### src/rtl/mem_bist_pkg.sv
// Shared types and default widths for the BIST fail logger.
package mem_bist_pkg;

  localparam int DATA_WIDTH_DEF = 4;
  localparam int AD_WIDTH_DEF   = 4;
  localparam int LOG_DEPTH_DEF  = 4;
  localparam int CNT_WIDTH_DEF  = 8;

  typedef enum logic [1:0] {
    ST_IDLE    = 2'd0,
    ST_CAPTURE = 2'd1,
    ST_REPORT  = 2'd2
  } state_e;

endpackage

### src/rtl/mem_fail_log_if.sv
// Compare/report bus of the fail logger; log_ovf exists only with FAIL_LOG_OVERFLOW_EN.
interface mem_fail_log_if import mem_bist_pkg::*; #(
  parameter int data_width = DATA_WIDTH_DEF,
  parameter int ad_width   = AD_WIDTH_DEF,
  parameter int cnt_width  = CNT_WIDTH_DEF
);
  logic                  start;
  logic                  cmp_valid;
  logic [ad_width-1:0]   cmp_addr;
  logic [data_width-1:0] cmp_exp;
  logic [data_width-1:0] cmp_act;
  logic                  bist_done;
  logic                  rd_en;
  logic                  fail;
  logic                  done;
  logic [cnt_width-1:0]  fail_cnt;
  logic                  rd_valid;
  logic [ad_width-1:0]   rd_addr;
  logic [data_width-1:0] rd_syn;
  logic                  log_empty;
`ifdef FAIL_LOG_OVERFLOW_EN
  logic                  log_ovf;
`endif

  modport master (
    output start, cmp_valid, cmp_addr, cmp_exp, cmp_act, bist_done, rd_en,
`ifdef FAIL_LOG_OVERFLOW_EN
    input  log_ovf,
`endif
    input  fail, done, fail_cnt, rd_valid, rd_addr, rd_syn, log_empty
  );

  modport slave (
    input  start, cmp_valid, cmp_addr, cmp_exp, cmp_act, bist_done, rd_en,
`ifdef FAIL_LOG_OVERFLOW_EN
    output log_ovf,
`endif
    output fail, done, fail_cnt, rd_valid, rd_addr, rd_syn, log_empty
  );

endinterface

### src/rtl/fail_log_fifo.sv
// Small FIFO holding captured fail entries; synchronous write, registered read, clear input.
module fail_log_fifo #(
  parameter int width = 8,
  parameter int depth = 4
) (
  input  logic             clk,
  input  logic             rst,
  input  logic             clr,
  input  logic             wr_en,
  input  logic [width-1:0] wr_data,
  input  logic             rd_en,
  output logic [width-1:0] rd_data,
  output logic             full,
  output logic             empty
);

  localparam int PW = $clog2(depth);
  localparam logic [PW:0] PTR_ONE = 1;

  logic [width-1:0] mem_q [depth];
  logic [PW:0]      wr_ptr_q, wr_ptr_d;
  logic [PW:0]      rd_ptr_q, rd_ptr_d;
  logic [width-1:0] rd_data_q, rd_data_d;
  logic             do_wr, do_rd;

  // Pointers carry one extra wrap bit so full and empty are distinguishable.
  always_comb begin
    empty     = (wr_ptr_q == rd_ptr_q);
    full      = (wr_ptr_q[PW] != rd_ptr_q[PW]) && (wr_ptr_q[PW-1:0] == rd_ptr_q[PW-1:0]);
    do_wr     = wr_en && !full && !clr;
    do_rd     = rd_en && !empty && !clr;
    wr_ptr_d  = wr_ptr_q;
    rd_ptr_d  = rd_ptr_q;
    rd_data_d = rd_data_q;
    if (clr) begin
      wr_ptr_d = '0;
      rd_ptr_d = '0;
    end else begin
      if (do_wr) wr_ptr_d = wr_ptr_q + PTR_ONE;
      if (do_rd) begin
        rd_ptr_d  = rd_ptr_q + PTR_ONE;
        rd_data_d = mem_q[rd_ptr_q[PW-1:0]];
      end
    end
  end

  always_ff @(posedge clk) begin
    if (do_wr) mem_q[wr_ptr_q[PW-1:0]] <= wr_data;
  end

  always_ff @(posedge clk) begin
    if (rst) begin
      wr_ptr_q  <= '0;
      rd_ptr_q  <= '0;
      rd_data_q <= '0;
    end else begin
      wr_ptr_q  <= wr_ptr_d;
      rd_ptr_q  <= rd_ptr_d;
      rd_data_q <= rd_data_d;
    end
  end

  assign rd_data = rd_data_q;

endmodule

### src/rtl/mem_fail_log.sv
// BIST fail logger: counts read-phase mismatches and buffers the oldest ones for readout.
// Optional sticky overflow flag log_ovf is built when FAIL_LOG_OVERFLOW_EN is defined.
module mem_fail_log import mem_bist_pkg::*; #(
  parameter int data_width = DATA_WIDTH_DEF,
  parameter int ad_width   = AD_WIDTH_DEF,
  parameter int log_depth  = LOG_DEPTH_DEF,
  parameter int cnt_width  = CNT_WIDTH_DEF
) (
  input  logic          clk,
  input  logic          rst,
  mem_fail_log_if.slave bus
);

  localparam int ENTRY_W = ad_width + data_width;
  localparam logic [cnt_width-1:0] CNT_ONE = 1;

  state_e               state_q, state_d;
  logic                 fail_q, fail_d;
  logic [cnt_width-1:0] fail_cnt_q, fail_cnt_d;
  logic                 rd_valid_q, rd_valid_d;
  logic                 done, clr, mismatch, pop;
  logic                 log_full, log_empty;
  logic [ENTRY_W-1:0]   wr_entry, rd_entry;
`ifdef FAIL_LOG_OVERFLOW_EN
  logic                 ovf_q, ovf_d;
`endif

  always_ff @(posedge clk) begin
    if (rst) state_q <= ST_IDLE;
    else     state_q <= state_d;
  end

  always_comb begin
    state_d = state_q;
    case (state_q)
      ST_IDLE:    if (bus.start)     state_d = ST_CAPTURE;
      ST_CAPTURE: if (bus.bist_done) state_d = ST_REPORT;
      ST_REPORT:  if (bus.start)     state_d = ST_CAPTURE;
      default:                       state_d = ST_IDLE;
    endcase
  end

  // start is a restart everywhere except CAPTURE; in REPORT it also wins over rd_en.
  always_comb begin
    done     = (state_q == ST_REPORT);
    clr      = bus.start && (state_q != ST_CAPTURE);
    mismatch = (state_q == ST_CAPTURE) && bus.cmp_valid && (bus.cmp_exp != bus.cmp_act);
    pop      = (state_q == ST_REPORT) && bus.rd_en && !bus.start && !log_empty;
  end

  always_comb begin
    fail_d     = clr ? 1'b0 : (fail_q | mismatch);
    fail_cnt_d = fail_cnt_q;
    if (clr)
      fail_cnt_d = '0;
    else if (mismatch && (fail_cnt_q != '1))
      fail_cnt_d = fail_cnt_q + CNT_ONE;
    rd_valid_d = pop;
    wr_entry   = {bus.cmp_addr, bus.cmp_exp ^ bus.cmp_act};
`ifdef FAIL_LOG_OVERFLOW_EN
    ovf_d      = clr ? 1'b0 : (ovf_q | (mismatch && log_full));
`endif
  end

  always_ff @(posedge clk) begin
    if (rst) begin
      fail_q     <= 1'b0;
      fail_cnt_q <= '0;
      rd_valid_q <= 1'b0;
`ifdef FAIL_LOG_OVERFLOW_EN
      ovf_q      <= 1'b0;
`endif
    end else begin
      fail_q     <= fail_d;
      fail_cnt_q <= fail_cnt_d;
      rd_valid_q <= rd_valid_d;
`ifdef FAIL_LOG_OVERFLOW_EN
      ovf_q      <= ovf_d;
`endif
    end
  end

  // Once full, new mismatches are dropped so the earliest failures survive.
  fail_log_fifo #(
    .width (ENTRY_W),
    .depth (log_depth)
  ) u_fifo (
    .clk     (clk),
    .rst     (rst),
    .clr     (clr),
    .wr_en   (mismatch && !log_full),
    .wr_data (wr_entry),
    .rd_en   (pop),
    .rd_data (rd_entry),
    .full    (log_full),
    .empty   (log_empty)
  );

  assign bus.fail      = fail_q;
  assign bus.done      = done;
  assign bus.fail_cnt  = fail_cnt_q;
  assign bus.rd_valid  = rd_valid_q;
  assign bus.rd_addr   = rd_entry[ENTRY_W-1:data_width];
  assign bus.rd_syn    = rd_entry[data_width-1:0];
  assign bus.log_empty = log_empty;
`ifdef FAIL_LOG_OVERFLOW_EN
  assign bus.log_ovf   = ovf_q;
`endif

endmodule

### src/flat_wrapper.sv
// flat-port wrapper written by rule: the top's interface ports become plain ports
module mem_fail_log_flat import mem_bist_pkg::*;
#(
  parameter int data_width = DATA_WIDTH_DEF,
  parameter int ad_width   = AD_WIDTH_DEF,
  parameter int log_depth  = LOG_DEPTH_DEF,
  parameter int cnt_width  = CNT_WIDTH_DEF
)
  (clk, rst, bus_start, bus_cmp_valid, bus_cmp_addr, bus_cmp_exp, bus_cmp_act, bus_bist_done, bus_rd_en, bus_fail, bus_done, bus_fail_cnt, bus_rd_valid, bus_rd_addr, bus_rd_syn, bus_log_empty);
  mem_fail_log_if #(.data_width(data_width), .ad_width(ad_width), .cnt_width(cnt_width)) bus_i ();
  input  logic clk;
  input  logic rst;
  input wire logic [$bits(bus_i.start)-1:0] bus_start;
  input wire logic [$bits(bus_i.cmp_valid)-1:0] bus_cmp_valid;
  input wire logic [$bits(bus_i.cmp_addr)-1:0] bus_cmp_addr;
  input wire logic [$bits(bus_i.cmp_exp)-1:0] bus_cmp_exp;
  input wire logic [$bits(bus_i.cmp_act)-1:0] bus_cmp_act;
  input wire logic [$bits(bus_i.bist_done)-1:0] bus_bist_done;
  input wire logic [$bits(bus_i.rd_en)-1:0] bus_rd_en;
  output wire logic [$bits(bus_i.fail)-1:0] bus_fail;
  output wire logic [$bits(bus_i.done)-1:0] bus_done;
  output wire logic [$bits(bus_i.fail_cnt)-1:0] bus_fail_cnt;
  output wire logic [$bits(bus_i.rd_valid)-1:0] bus_rd_valid;
  output wire logic [$bits(bus_i.rd_addr)-1:0] bus_rd_addr;
  output wire logic [$bits(bus_i.rd_syn)-1:0] bus_rd_syn;
  output wire logic [$bits(bus_i.log_empty)-1:0] bus_log_empty;
  assign bus_i.start = bus_start;
  assign bus_i.cmp_valid = bus_cmp_valid;
  assign bus_i.cmp_addr = bus_cmp_addr;
  assign bus_i.cmp_exp = bus_cmp_exp;
  assign bus_i.cmp_act = bus_cmp_act;
  assign bus_i.bist_done = bus_bist_done;
  assign bus_i.rd_en = bus_rd_en;
  assign bus_fail = bus_i.fail;
  assign bus_done = bus_i.done;
  assign bus_fail_cnt = bus_i.fail_cnt;
  assign bus_rd_valid = bus_i.rd_valid;
  assign bus_rd_addr = bus_i.rd_addr;
  assign bus_rd_syn = bus_i.rd_syn;
  assign bus_log_empty = bus_i.log_empty;
  mem_fail_log #(.data_width(data_width), .ad_width(ad_width), .log_depth(log_depth), .cnt_width(cnt_width)) u_core (.clk(clk), .rst(rst), .bus(bus_i));
endmodule
### config.mk
export PLATFORM = sky130hd
export DESIGN_NAME = mem_fail_log_flat
export DESIGN_NICKNAME = d
export VERILOG_FILES = /design/src/rtl/mem_bist_pkg.sv /design/src/rtl/mem_fail_log_if.sv /design/src/rtl/fail_log_fifo.sv /design/src/rtl/mem_fail_log.sv /design/src/flat_wrapper.sv
export SDC_FILE = /design/constraint.sdc
export NUM_CORES = 1
export LEC_CHECK = 0
export CORE_ASPECT_RATIO = 0.75
export CORE_UTILIZATION = 30
export DETAILED_ROUTE_END_ITERATION = 10
export GPL_TIMING_DRIVEN = 0
export SLEW_MARGIN = 0
export SYNTH_ARGS = -nofsm -noshare
export SYNTH_HDL_FRONTEND = slang
export SYNTH_HIERARCHICAL = 1
export SYNTH_SLANG_ARGS = --single-unit
### constraint.sdc
create_clock -name clk -period 8.7 [get_ports clk]
set_input_delay 2.61 -clock clk [delete_from_list [all_inputs] [get_ports clk]]
set_output_delay 2.61 -clock clk [all_outputs]
set_load 0.01 [all_outputs]
**After elaboration in Yosys (flattened, before gate mapping)**

Memories as Yosys holds them, arrays and structs flattened. A register that Yosys moved wholly into a read port is not among the register bits.
Index checks and enable logic that the tools add are counted.

- Mux-type cells: 5
- Equality and inequality tests: 10
- Bitwise logic cells: 3
- Reduce and logical (&&, ||, !) cells: 22
- $add $sub $neg: 3

Operator list:

| cell | number |
|---|---|
| $logic_and A1 B1 Y1 | 13 |
| $add A8 B1 Y8 const B | 1 |
| $ne A8 B8 Y1 const B | 1 |
| $add A3 B1 Y3 const B | 2 |
| $logic_not A1 Y1 | 4 |
| $mux W2 | 2 |
| $ne A2 B1 Y1 const B | 2 |
| $ne A4 B4 Y1 | 1 |
| $pmux W2 S2 | 1 |
| $reduce_and A2 Y1 | 2 |
| $reduce_or A2 Y1 | 2 |
| $xor A4 B4 Y4 | 1 |
| $eq A3 B3 Y1 | 1 |
| $eq A2 B1 Y1 const B | 1 |
| $eq A2 B2 Y1 | 1 |
| $eq A2 B2 Y1 const B | 1 |
| $logic_not A2 Y1 | 1 |
| $mux W1 | 2 |
| $ne A2 B2 Y1 const B | 1 |
| $ne A1 B1 Y1 | 1 |
| $not A1 Y1 | 1 |
| $or A1 B1 Y1 | 1 |

- Word-level logic and storage cells: 50
- Memories kept: 1
- Output and inout bits: 20
- Register bits after elaboration: 18
- RAM bits: 32
- Input port bits: 18

Memory list:

| name | words | width | read ports | clocked after Yosys merged registers in | write ports | line | text |
|---|---|---|---|---|---|---|---|
| u_core.u_fifo.mem_q | 4 | 8 | 1 | 1 | 1 | fail_log_fifo.sv:20 | `logic [width-1:0] mem_q [depth];` |

**Logic depth before layout (Yosys ltp)**

- Depth in word-level cells: 8
- Gate-level depth with buffers: 8
- Gate-level depth less buffers: 7

**Cells and area by module**

Netlist, hierarchy kept.

Modules (own cells, without submodules):

| module | area an instance (um^2) | cells each | times used | sequential area each (um^2) |
|---|---|---|---|---|
| fail_log_fifo | 2016.9 | 136 | 1 | 1241.2 |
| mem_fail_log | 685.7 | 74 | 1 | 240.2 |

**Worst setup path after synthesis**

OpenSTA, ideal clock, no wires.

- Kind: input -> register
- From: input bus_cmp_act[3]
- To: memory u_core.u_fifo.mem_q[1][0] (enable)
- Path slack: 4.031 ns
- Data arrival time: 4.284 ns
- Cell stages on the path: 6
- Required time: 8.315 ns
- Setup time: 0.385 ns
- Path through: xor2_1 o41ai_4 buf_6 nor2_1 o31ai_4 nor3b_1

- Longest elaborated chain between the ends: 7

RTL lines:

| what | line | text |
|---|---|---|
| from (decl) | flat_wrapper.sv:17 | `input wire logic [$bits(bus_i.cmp_act)-1:0] bus_cmp_act;` |
| $ne A4 B4 Y1 | mem_fail_log.sv:47 | `mismatch = (state_q == ST_CAPTURE) && bus.cmp_valid && (bus.cmp_exp != bus.cmp_act);` |
| $logic_and A1 B1 Y1 | mem_fail_log.sv:47 |  |
| $logic_and A1 B1 Y1 | mem_fail_log.sv:91 | `.wr_en (mismatch && !log_full),` |
| $logic_and A1 B1 Y1 (2 in series) | fail_log_fifo.sv:30 | `do_wr = wr_en && !full && !clr;` |
| $mux W1 | fail_log_fifo.sv:48 | `if (do_wr) mem_q[wr_ptr_q[PW-1:0]] <= wr_data;` |
| $mux W1 (implied by the code) | fail_log_fifo.sv:48 |  |
| to (decl) | fail_log_fifo.sv:20 |  |

Every way passes these cells.

**Worst setup path after layout**

- From: input bus_cmp_exp[3]
- To: memory u_core.u_fifo.mem_q[2][3] (enable)

- Longest elaborated chain between the ends: 7

RTL lines:

| what | line | text |
|---|---|---|
| from (decl) | flat_wrapper.sv:16 | `input wire logic [$bits(bus_i.cmp_exp)-1:0] bus_cmp_exp;` |
| $ne A4 B4 Y1 | mem_fail_log.sv:47 |  |
| $logic_and A1 B1 Y1 | mem_fail_log.sv:47 |  |
| $logic_and A1 B1 Y1 | mem_fail_log.sv:91 |  |
| $logic_and A1 B1 Y1 (2 in series) | fail_log_fifo.sv:30 |  |
| $mux W1 | fail_log_fifo.sv:48 |  |
| $mux W1 (implied by the code) | fail_log_fifo.sv:48 |  |

Every way passes these cells.

==> impl_metrics.json <==
{
  "cp-start-kind": "input port",
  "antenna_cells": 0,
  "cp-end-kind": "register",
  "cts_tree": "yes",
  "insertion_delay_ps": 320,
  "synth_ff_type": "edfxtp_1",
  "rr_endpoint": "u_core/u_fifo/mem_q[2][3]$_DFFE_PP_",
  "crit_type": "in2reg",
  "drc": 0,
  "p_comb_frac": 0.054,
  "status": "completed",
  "final_cells": 372,
  "cts.sinks": 58,
  "cts_setup_buffers": 0,
  "path_clk_slew_ps": 50,
  "design_area_um2": 3500,
  "timing.critical_path.fanout_max": 10,
  "dieArea_um2": 9400,
  "cellPowerDensity_nw_per_um2": 185,
  "tightest_slew_ps": 1280,
  "cts_hold_buffers": 0,
  "cts_buffers": 9,
  "rsz0062_at_grt": "no",
  "drv_slew": 0,
  "leakage_nw": 1.24,
  "worstHoldPathCells": 2,
  "peakVddDrop_mv": 0.0729,
  "hold_violations": 0,
  "core_area_um2": 8600,
  "multi_input_area_um2": 1110,
  "drv_cap": 0,
  "min_period_ps": 5400,
  "ys_types": 44,
  "avgViaCountPerCell": 4.68,
  "yosysSeqAreaShare": 0.548,
  "fin_tns_setup_ps": 0,
  "yosysTopAreaCell": "edfxtp_1",
  "synthArstFlopShare": 0,
  "place_hpwl_mm": 3.77,
  "first_pass_iters": 4,
  "antenna_found_initial": 0,
  "synth-seq-cells": 58,
  "clockPowerShare": 0.491,
  "switchingPower_w": 0.000131,
  "cp.required_ps": 8620,
  "syn_area_um2": 2700,
  "grt_pass1_vias": 1700,
  "regArea_um2": 1480,
  "placed_cells": 355,
  "reg2reg_depth": 6,
  "fmax_mhz": 185,
  "yosys_warnings": 6,
  "grt-ovfl-total": 0,
  "rr_startpoint": "u_core/state_q[1]$_SDFFE_PP0P_",
  "drtIter0Drc": 62,
  "grt.total_usage": 0.126,
  "critPathLaunch": "bus_cmp_exp[3]",
  "ctsRootBufferMaster": "clkbuf_16",
  "synth_cells": 210,
  "die_w_um": 112,
  "crit_path_end": "u_core/u_fifo/mem_q[2][3]$_DFFE_PP_",
  "min_path_type": "reg2reg",
  "crit_arrival_ps": 5330,
  "fp-row-count": 29,
  "internal_power_w": 0.000515,
  "fin_worst_skew_ps": 7.12,
  "p_seq_frac": 0.455,
  "wl_per_cell_um": 14.4,
  "place_area_um2": 3210,
  "numPortBuffers": 37,
  "globalplace.congestion": 0.771,
  "nNetsFinal": 283,
  "initial_core_util": 0.314,
  "synth.area.top_cells": "edfxtp_1, dfxtp_1, mux4_2, mux2i_1, nand2b_1",
  "htree_levels": 3,
  "syn-mean-instance-area_um2": 12.9,
  "cts-resized-gates": 0,
  "final_util": 0.407,
  "wirelength_mm": 5.35,
  "period_share": 0.621,
  "postRouteAntennaNets": 0,
  "area_growth_syn_to_layout_pct": 29.4,
  "fp.dieH_um": 84.2,
  "grt_max_degree": 11,
  "grt_pass1_wl_mm": 8.87,
  "synth_edf_count": 32,
  "drive_gt1_frac": 0.155,
  "vias": 1740,
  "finalSetupViolCount": 0,
  "maxSlewHeadroom": 0.145,
  "synth_top_area_frac": 0.356,
  "r2r_slack_ps": 5930,
  "synth_nets": 234,
  "fillers": 784,
  "cts_max_path_buffers": 2,
  "io_pins": 38,
  "switching_share": 0.203
}
cell usage after synthesis (2+ instances only):
cell and count:
edfxtp_1 32, dfxtp_1 26, nand2b_1 18, inv_1 15, mux2i_1 13, nand2_1 13, mux4_2 8, a21oi_1 7
ha_1 6, nor2_1 6, nand3_1 5, o211ai_1 5, clkbuf_1 4, or4_1 4, xor2_1 4, buf_6 3
nor3b_1 3, nor4b_1 3, o311ai_0 3, o31ai_1 3, xor2_2 3, buf_2 2, o41ai_1 2, xnor2_1 2
metal layers:
metal,vias to the layer above,track usage,wire length [µm]
met2,32,0.172,2270
met5,-,0,0
met1,828,0.177,2770
li1,873,-,-
met3,7,0.0505,220
met4,0,0.0479,85
cell usage in the layout, fill, tap and decap left out, drive strengths merged, types with 2 or more instances in the layout:
master and n:
a21oi 7, and4 2, buf 7, clkbuf 17, clkdlybuf4s50 37, clkinv 3
dfxtp 26, edfxtp 32, ha 6, inv 15, mux2i 13, mux4 8
nand2 13, nand2b 18, nand3 5, nor2 6, nor3b 3, nor4b 3
o211ai 5, o311ai 3, o31ai 4, o41ai 3, or3 2, or4 4
xnor2 3, xor2 7
flip-flops by register name, indices dropped and copies added, names as in the netlist:
name	flops
u_core/bus.fail	1
u_core/u_fifo/mem_q	32
u_core/u_fifo/rd_ptr_q	3
u_core/bus.fail_cnt	8
u_core/state_q	2
u_core/u_fifo/rd_data	8
u_core/u_fifo/wr_ptr_q	3
u_core/bus.rd_valid	1
power by group through the flow:
stage                     sequential (W)  combinational (W)  clock [W]
after floorplan                 0.000299          0.0000182          0
after global placement          0.000299          0.0000345          0
after detailed placement        0.000300          0.0000351          0
after CTS                       0.000294          0.0000352   0.000324
after global routing            0.000294          0.0000386   0.000339
final                           0.000294          0.0000350   0.000317
final cells by class:
class / count / area share
buffer: 10 / 0.0190
multi-input combinational: 127 / 0.317
inverter: 15 / 0.0161
sequential: 58 / 0.423
tap: 108 / 0.0386
clock inverter: 3 / 0.00429
clock buffer: 13 / 0.0744
timing repair buffer: 38 / 0.107
logic make-up after synthesis:
logic type	count (synthesis)	synth area share
xor gates and xnor gates	10	0.0435
adders and majority gates	6	0.0278
muxes	21	0.115
DFF	58	0.548
buffers and inverters	25	0.0454
and+or+nand+nor	63	0.136
AOI/OAI and AO/OA	27	0.0843
worst min-delay path by stage:
stage | end | startpoint
floorplan | u_core/bus.fail$_SDFF_PP0_ | u_core/bus.fail$_SDFF_PP0_
global placement | u_core/bus.fail$_SDFF_PP0_ | u_core/bus.fail$_SDFF_PP0_
finish | u_core/bus.fail$_SDFF_PP0_ | u_core/bus.fail$_SDFF_PP0_
CTS | u_core/bus.fail$_SDFF_PP0_ | u_core/bus.fail$_SDFF_PP0_
global route | u_core/bus.fail$_SDFF_PP0_ | u_core/bus.fail$_SDFF_PP0_
detailed placement | u_core/bus.fail$_SDFF_PP0_ | u_core/bus.fail$_SDFF_PP0_
stage by stage:
| stage | total power, W | setup WS (ps) | hold slack (ps) |
|---|---|---|---|
| final | 0.000646 | 3300 | 457 |
| after global placement | 0.000334 | 2890 | 442 |
| after detailed placement | 0.000335 | 2800 | 442 |
| after floorplan | 0.000318 | 4030 | 469 |
| after global routing | 0.000672 | 3030 | 491 |
| after CTS | 0.000654 | 3130 | 455 |
worst max-delay path, cell delays in order:
cell and delay, ps:
clkdlybuf4s50_1 470, xor2_1 420, o41ai_4 170, buf_6 180, nor2_1 230, o31ai_4 180, nor3b_1 1060
Power figures use the tool's default switching activity.
